### config.mk
export PLATFORM = sky130hd
export DESIGN_NAME = i2c_target
export DESIGN_NICKNAME = d
export VERILOG_FILES = /design/src/rtl/i2c_target.sv
export SDC_FILE = /design/constraint.sdc
export NUM_CORES = 1
export LEC_CHECK = 0
export ABC_AREA = 1
export ABC_CLOCK_PERIOD_IN_PS = 1750
export CAP_MARGIN = 20
export CORE_MARGIN = 2
export CORE_UTILIZATION = 54
export DETAILED_ROUTE_END_ITERATION = 16
export PLACE_DENSITY = 0.86
export RECOVER_POWER = 100
export SETUP_SLACK_MARGIN = 0.1
export SYNTH_ARGS = -nofsm -noshare
export SYNTH_HDL_FRONTEND = slang
export SYNTH_SLANG_ARGS = --single-unit
### constraint.sdc
create_clock -name clk -period 1.75 [get_ports clk]
set_input_delay 0.35 -clock clk [delete_from_list [all_inputs] [get_ports clk]]
set_output_delay 0.35 -clock clk [all_outputs]
set_load 0.005 [all_outputs]
### src/rtl/i2c_target.sv
`timescale 1ns/1ps
// ---------------------------------------------------------------------------
// i2c_target
//   Byte-level I2C target (slave) with a 7-bit address. The raw bus lines are
//   synchronized into clk, START/STOP and SCL edges are detected, and a single
//   FSM handles addressing, ACK generation, write bytes and read bytes.
//
//   Optional feature: define I2C_TARGET_GLITCH_FILTER_EN to insert a
//   3-sample majority-free glitch filter after the synchronizers.
//   A line only changes after 3 identical consecutive samples, which adds
//   2 clk of latency.
//
// Ports
//   clk       system clock, at least 8x the SCL frequency
//   rst       asynchronous, active-high reset
//   scl_i     raw bus SCL (asynchronous)
//   sda_i     raw bus SDA (asynchronous)
//   sda_oe    1 = pull SDA low, 0 = release
//   tx_data   byte returned during a read transfer
//   tx_valid  tx_data holds a valid byte
//   tx_ready  one-cycle pulse when tx_data is consumed
//   rx_data   last byte received during a write transfer
//   rx_valid  one-cycle pulse when rx_data updates
//   addr_hit  one-cycle pulse on address match
//   rw        R/W bit latched at address match (1 = read)
//   busy      high from START until STOP
// ---------------------------------------------------------------------------
module i2c_target #(
  parameter logic [6:0] DEV_ADDR = 7'h50
) (
  input  logic       clk,
  input  logic       rst,
  input  logic       scl_i,
  input  logic       sda_i,
  output logic       sda_oe,
  input  logic [7:0] tx_data,
  input  logic       tx_valid,
  output logic       tx_ready,
  output logic [7:0] rx_data,
  output logic       rx_valid,
  output logic       addr_hit,
  output logic       rw,
  output logic       busy
);

  typedef enum logic [2:0] {
    IDLE,
    ADDR,
    ADDR_ACK,
    WR_DATA,
    WR_ACK,
    RD_DATA,
    RD_ACK,
    IGNORE
  } state_t;

  state_t     state;
  logic [2:0] bit_cnt;
  logic [6:0] shreg;      // only 7 bits need storing: bit 7 is used on arrival
  logic       ack_phase;  // ACK slots: 0 = waiting for first fall, 1 = in slot

  logic [1:0] scl_sync, sda_sync;
  logic       scl_s, sda_s;   // synchronized (and optionally filtered) lines
  logic       scl_d, sda_d;   // one-cycle delayed copies for edge detection

  // NOTE: all sequential state uses non-blocking assignments so every flop
  // samples the pre-edge value of every other flop.
  // Bus idles high, so the synchronizers reset to 1 to avoid a false edge.
  always_ff @(posedge clk or posedge rst) begin
    if (rst) begin
      scl_sync <= 2'b11;
      sda_sync <= 2'b11;
    end else begin
      scl_sync <= {scl_sync[0], scl_i};
      sda_sync <= {sda_sync[0], sda_i};
    end
  end

`ifdef I2C_TARGET_GLITCH_FILTER_EN
  logic [1:0] scl_hist, sda_hist;
  logic       scl_held, sda_held;

  // The filtered line follows the input only when the current sample and
  // the two previous samples agree; otherwise it holds its last value.
  always_comb begin
    scl_s = scl_held;
    sda_s = sda_held;
    if (scl_hist == {2{scl_sync[1]}}) scl_s = scl_sync[1];
    if (sda_hist == {2{sda_sync[1]}}) sda_s = sda_sync[1];
  end

  always_ff @(posedge clk or posedge rst) begin
    if (rst) begin
      scl_hist <= 2'b11;
      sda_hist <= 2'b11;
      scl_held <= 1'b1;
      sda_held <= 1'b1;
    end else begin
      scl_hist <= {scl_hist[0], scl_sync[1]};
      sda_hist <= {sda_hist[0], sda_sync[1]};
      scl_held <= scl_s;
      sda_held <= sda_s;
    end
  end
`else
  assign scl_s = scl_sync[1];
  assign sda_s = sda_sync[1];
`endif

  always_ff @(posedge clk or posedge rst) begin
    if (rst) begin
      scl_d <= 1'b1;
      sda_d <= 1'b1;
    end else begin
      scl_d <= scl_s;
      sda_d <= sda_s;
    end
  end

  logic scl_rise, scl_fall, start_det, stop_det;
  logic [7:0] byte_in;
  logic [7:0] rd_byte;

  assign scl_rise  = scl_s & ~scl_d;
  assign scl_fall  = ~scl_s & scl_d;
  assign start_det = scl_s & scl_d & sda_d & ~sda_s;
  assign stop_det  = scl_s & scl_d & ~sda_d & sda_s;
  assign byte_in   = {shreg, sda_s};
  // Read underflow returns all ones, which leaves SDA released.
  assign rd_byte   = tx_valid ? tx_data : 8'hFF;

  always_ff @(posedge clk or posedge rst) begin
    if (rst) begin
      state     <= IDLE;
      bit_cnt   <= 3'd0;
      shreg     <= 7'd0;
      ack_phase <= 1'b0;
      sda_oe    <= 1'b0;
      tx_ready  <= 1'b0;
      rx_valid  <= 1'b0;
      rx_data   <= 8'h00;
      addr_hit  <= 1'b0;
      rw        <= 1'b0;
      busy      <= 1'b0;
    end else begin
      addr_hit <= 1'b0;
      rx_valid <= 1'b0;
      tx_ready <= 1'b0;

      // START/STOP win over any data-phase action in the same cycle.
      if (start_det) begin
        state     <= ADDR;
        bit_cnt   <= 3'd0;
        ack_phase <= 1'b0;
        sda_oe    <= 1'b0;
        busy      <= 1'b1;
      end else if (stop_det) begin
        state     <= IDLE;
        bit_cnt   <= 3'd0;
        ack_phase <= 1'b0;
        sda_oe    <= 1'b0;
        busy      <= 1'b0;
      end else begin
        case (state)
          IDLE, IGNORE: begin
            sda_oe <= 1'b0;
          end

          ADDR: begin
            if (scl_rise) begin
              shreg   <= byte_in[6:0];
              bit_cnt <= bit_cnt + 3'd1;
              if (bit_cnt == 3'd7) begin
                if (byte_in[7:1] == DEV_ADDR) begin
                  addr_hit  <= 1'b1;
                  rw        <= byte_in[0];
                  ack_phase <= 1'b0;
                  state     <= ADDR_ACK;
                end else begin
                  state <= IGNORE;
                end
              end
            end
          end

          // The fall after the 8th bit opens the ACK slot; the next fall
          // closes it and hands over to the data phase.
          ADDR_ACK, WR_ACK: begin
            if (scl_fall) begin
              if (!ack_phase) begin
                sda_oe    <= 1'b1;
                ack_phase <= 1'b1;
              end else begin
                ack_phase <= 1'b0;
                bit_cnt   <= 3'd0;
                if (state == WR_ACK || !rw) begin
                  sda_oe <= 1'b0;
                  state  <= WR_DATA;
                end else begin
                  shreg    <= rd_byte[6:0];
                  sda_oe   <= ~rd_byte[7];
                  tx_ready <= tx_valid;
                  state    <= RD_DATA;
                end
              end
            end
          end

          WR_DATA: begin
            if (scl_rise) begin
              shreg   <= byte_in[6:0];
              bit_cnt <= bit_cnt + 3'd1;
              if (bit_cnt == 3'd7) begin
                rx_data   <= byte_in;
                rx_valid  <= 1'b1;
                ack_phase <= 1'b0;
                state     <= WR_ACK;
              end
            end
          end

          // bit_cnt counts rises; once it wraps to 0 all 8 bits were
          // clocked out and the following fall releases SDA for the ACK.
          RD_DATA: begin
            if (scl_rise) begin
              bit_cnt <= bit_cnt + 3'd1;
            end else if (scl_fall) begin
              if (bit_cnt == 3'd0) begin
                sda_oe    <= 1'b0;
                ack_phase <= 1'b0;
                state     <= RD_ACK;
              end else begin
                sda_oe <= ~shreg[6];
                shreg  <= {shreg[5:0], 1'b1};
              end
            end
          end

          // Master ACK continues with the next byte at the closing fall;
          // NACK ends our participation until the next START.
          RD_ACK: begin
            if (scl_rise) begin
              if (sda_s) state <= IGNORE;
              else       ack_phase <= 1'b1;
            end else if (scl_fall && ack_phase) begin
              ack_phase <= 1'b0;
              bit_cnt   <= 3'd0;
              shreg     <= rd_byte[6:0];
              sda_oe    <= ~rd_byte[7];
              tx_ready  <= tx_valid;
              state     <= RD_DATA;
            end
          end

          default: begin
            sda_oe <= 1'b0;
            state  <= IDLE;
          end
        endcase
      end
    end
  end

endmodule

; ---- Yosys cells after proc, flatten, opt, wreduce, memory -nomap -nowiden
; Index checks and enable logic that the tools add are counted.
[op_classes]
addsub = 1
n_eq_ne = 34
muxes = 84
bitwise = 15
reduce_logical = 21
[ops]
columns = cell, count
row1 = $mux W3, 23
row2 = $mux W7, 9
row3 = $ne A4 B4 Y1 const B, 12
row4 = $mux W1, 45
row5 = $reduce_and A12 Y1, 3
row6 = $pmux W7 S4, 1
row7 = $reduce_and A6 Y1, 3
row8 = $ne A2 B2 Y1 const B, 8
row9 = $eq A3 B3 Y1 const B, 5
row10 = $ne A5 B5 Y1 const B, 3
row11 = $pmux W3 S5, 1
row12 = $pmux W3 S3, 1
row13 = $mux W8, 1
row14 = $not A1 Y1, 8
row15 = $and A1 B1 Y1, 7
row16 = $eq A7 B7 Y1 const B, 1
row17 = $reduce_bool A7 Y1, 1
row18 = $eq A3 B2 Y1 const B, 2
row19 = $logic_not A3 Y1, 2
row20 = $reduce_bool A6 Y1, 1
row21 = $reduce_or A2 Y1, 3
row22 = $pmux W1 S5, 1
row23 = $reduce_and A5 Y1, 1
row24 = $reduce_bool A5 Y1, 1
row25 = other kinds (12), 12
[totals]
ff_bits = 34

; ---- Depth between registers and ports, before layout
[depth]
word_depth = 8
ltp_mapped = 11
mapped_depth_nobuf = 11

; ---- Worst setup path after synthesis
; Ideal clock, no wire load.
[synth_timing]
kind = reg2reg
start = register sda_sync[1]
end = register state[1]
setup_time_ns = 0.117
t_arrival_ns = 1.401
path_slack_ns = 0.232
stages_incl_launch_ff = 12
n_path_buf = 0
path_cell_list = dfstp_2 > inv_1 > nor2_2 > nand2_2 > nand2_4 > inv_2 > nand2_1 > nand2_2 > nor2_4 > nand2_2 > nand2_1 > nand2_1
[synth_between]
elab_chain_len = 4
word_cells_on_any_way = 18
classes_between = eq/ne (11) / mux (2) / bitwise (3) / reduce/logical (2)
[synth_rtl]
columns = item, line_no
row1 = start: declaration, 62  ; logic [1:0] scl_sync, sda_sync;
row2 = start signal: assignment, 75  ; sda_sync <= {sda_sync[0], sda_i};
row3 = $not A1 Y1, 126  ; assign start_det = scl_s & scl_d & sda_d & ~sda_s;
row4 = $and A1 B1 Y1, 126
row5 = "$ne A5 B5 Y1 (no line), or another cell as far along", -
row6 = $reduce_and A12 Y1 (no line), -
row7 = end signal: assignment, 134  ; state <= IDLE;
row8 = end signal: assignment, 152  ; state <= ADDR;
row9 = end signal: assignment, 158  ; state <= IDLE;
row10 = end: declaration, 57  ; state_t state;
; Parallel ways exist; a longest one is shown, timed or not.
; A chain may end at the register's enable or synchronous reset.

; ---- Final worst setup path
[layout_timing]
start = register sda_sync[1]
end = register shreg[2]
[layout_between]
elab_chain_len = 4
word_cells_on_any_way = 6
classes_between = bitwise (5) / reduce/logical (1)
[layout_rtl]
columns = item, line_no
row1 = $not A1 Y1, 126
row2 = $and A1 B1 Y1, 126
row3 = $not A1 Y1 (no line), -
row4 = $reduce_and A12 Y1 (no line) (*), -
row5 = end signal: assignment, 171  ; shreg <= byte_in[6:0];
row6 = end signal: assignment, 200  ; shreg <= rd_byte[6:0];
row7 = end signal: assignment, 211  ; shreg <= byte_in[6:0];
row8 = end: declaration, 59  ; logic [6:0] shreg;
; Every way passes the cells marked *; elsewhere a longest branch is shown, timed or not.

==> run metrics <==
outcome finished clean; WL final 4.64 mm; fin crit period 1650 ps; Core Area 3420 µm²; Diodes inserted 0; Crit Path Max Fanout 10; Tot GR Track Use a little under a quarter; initial antenna violation count 0; vias in the first global route about 1600; Post-DP Area 2320 µm²; register area share after synthesis 43.5%; fin crit share 94.2%; Final HPWL DP 3.42 mm; final instance area approximately 2500 µm²; count of pins over their slew limit 0; Net count, final 316; Die X between 60 and 70 µm; Unique masters post-synth 27; Power Dens Cells 1560 nW/µm²; Slew HR 46.6%; Port Buffers 26; Mapped Nets between 200 and 300; fmax a little over 600 MHz; Row Count 21; clock share of power 11.8%; DR vias 1816; Max clock buf depth 2; Skew-Pair Late Insertion Delay 350 ps; CP arrival 1880 ps; Pint roughly 2.0 mW; Initial DRC Count 152; Hold Vio Cnt, Final 0; Clk pin slew, worst setup/hold paths 90 ps; Die ar. 4150 µm²; share of post-route cells with drive strength above 1 ~28%; # IOs 27; gr ovfl total 0; First-pass DRT Iterations 5; Root Buffer clkbuf_4; power share of the combinational group 58.9%; Routed Antenna Nets 0; Clock Skew 20.0 ps; Worst Max-Slew Pin Slew about 800 ps; CTS tree done; net switching power 1.89 mW; Setup TNS 0 ps; Critical Path End Type flip-flop; Initial Util 57.7%; Cells after Synth between 200 and 300; CP Launch Type flip-flop; Netlist Area Pre-Place ~2000 µm²; first-pass GRT wire length 7.48 mm; CTS Buf Count 5; CTS Hold Bufs 0; part of the power in registers 29.3%; DR vias/cell 5.23; max-cap viol count 0; Setup Crit Path Kind reg -> reg; synth warn 0; CTS Sinks 34; area delta synth->final 27.3%; die height 64.4 µm; RSZ-0062 raised after global routing true; critical path required time between 1500 and 2000 ps; Sw Share between 40% and 50%; Worst VDD drop 0.899 mV; DR WL/cell 13.4 µm; CTS HTree Levels 2; Lkg Pwr 1.27 nW; Avg Cell Area, Syn 7.86 µm²; Min-Delay Path Class reg -> reg; largest net degree at the start of global routing 35; DRC errors left 0; final setup fails 0; Synth Register Bits 34; gp weighted congestion 0.982
-- kinds of logic (layout without fill, tap and decap cells) --
| logic type | after synthesis | after routing | synth area share, % |
|---|---|---|---|
| compound gates | 36 | 36 | 11.2 |
| buf+inv | 38 | 88 | 8.19 |
| simple gates | 140 | 140 | 35.2 |
| fa+ha+maj | 3 | 3 | 1.90 |
| flops | 34 | 34 | 43.5 |
-- registers in the layout, indices dropped and copies added, names as in the netlist, 2 cells and up --
name	count
scl_sync	2
sda_sync	2
state	3
rx_data	8
bit_cnt	3
shreg	7
-- final timing paths --
check	start	end	slack, ps	cells after the start
min reg2reg	sda_sync[0]	sda_sync[1]	370	0
max in group asynchronous	rst	state[2]	530	3
max reg2reg	sda_sync[1]	shreg[2]	100	9
min in group asynchronous	rst	shreg[4]	670	3
max	sda_sync[1]	shreg[2]	100	9
min	sda_sync[0]	sda_sync[1]	370	0
-- metrics by stage --
stage / setup WS (ps) / cells / utilization [%] / hold WS [ps] / power, mW
3_3_place_gp: 147 / 326 / 67.8 / 349 / 3.16
6_report: 102 / 347 / 73.5 / 367 / 3.91
3_5_place_dp: 110 / 326 / 67.8 / 347 / 3.19
4_1_cts: 97.2 / 336 / 70.4 / 349 / 3.72
5_1_grt: 6.54 / 347 / 73.5 / 373 / 4.25
2_1_floorplan: 232 / 251 / - / 345 / 2.69
-- Yosys cell counts --
cell      count  area [µm²]
nand2_1      64         240
inv_1        30         113
dfrtp_1      28         701
nand3_1      28         140
o21ai_0      16        80.1
nor2_1       15        56.3
nand2_2      14        87.6
o21ai_2       9        78.8
o21ai_1       7        35.0
dfstp_2       6         158
inv_2         5        18.8
nor2_2        4        25.0
nor2_4        4        45.0
ha_1          3        37.5
nand2_4       3        33.8
a21oi_1       2        10.0
nand3_2       2        20.0
nand4_1       2        12.5
and2_1        1        6.26
buf_2         1        5.00
buf_6         1        11.3
clkbuf_8      1        13.8
nand4_2       1        12.5
nor3_1        1        5.00
nor3_2        1        10.0
o21a_1        1        7.51
o32ai_1       1        8.76
-- layout by cell type, fill, tap and decap left out, types with 2 or more instances in the layout --
cell and count:
ha_1 3, dfrtp_1 27, nor2_4 8, nand2_4 3, nand2_1 60, inv_4 3, buf_4 18, inv_2 5
o21ai_0 15, nor2_1 14, o21ai_1 8, a21oi_1 2, dfstp_2 5, nand2_2 18, clkbuf_4 5, o21ai_2 9
dlygate4sd3_1 3, nand3_2 2, nand3_1 28, clkdlybuf4s50_1 23, inv_1 27, nand4_1 2
-- worst max-delay path, stage by stage (launching register included) --
cell and delay (ps):
dfstp_2 610, nor2_4 50, nand2_2 120, nand2_4 90
inv_4 110, nand2_2 110, nor2_4 210, nand2_4 120
nand2_1 90, nand2_1 50
-- area by class of cell --
cell class              instances  area, µm²
clock buffers                   6       51.3
clock inverters                 2       12.5
fillers                       271        905
inverters                      35        139
multi-input cells             179        991
flip-flops and latches         34        860
well taps                      46       57.6
repair buffers                 45        400
-- per-layer routing --
layer  vias up  share of wire (%)  global-route usage, %
li1        900                  -                      -
met1       835                 43                   33.7
met2        73                 47                   36.6
met4         0                1.7                   9.04
met3         8                8.1                   4.69
met5         -                  0                      0
-- power groups by stage --
stage          Combinational, mW  Sequential [mW]  Clock (mW)
4_1_cts                     2.11             1.14       0.472
6_report                    2.30             1.15       0.463
3_5_place_dp                2.03             1.16           0
2_1_floorplan               1.60             1.10           0
5_1_grt                     2.57             1.17       0.510
3_3_place_gp                2.01             1.15           0
-- repair_timing --
action                                  4_1_cts  5_1_grt
setup buffers                                 2       11
resized for setup                             2       17
pin swaps                                     1       11
cloned                                        0        0
endpoints found under the setup margin        4       24
Note: power is estimated with default switching activity, not from simulation.
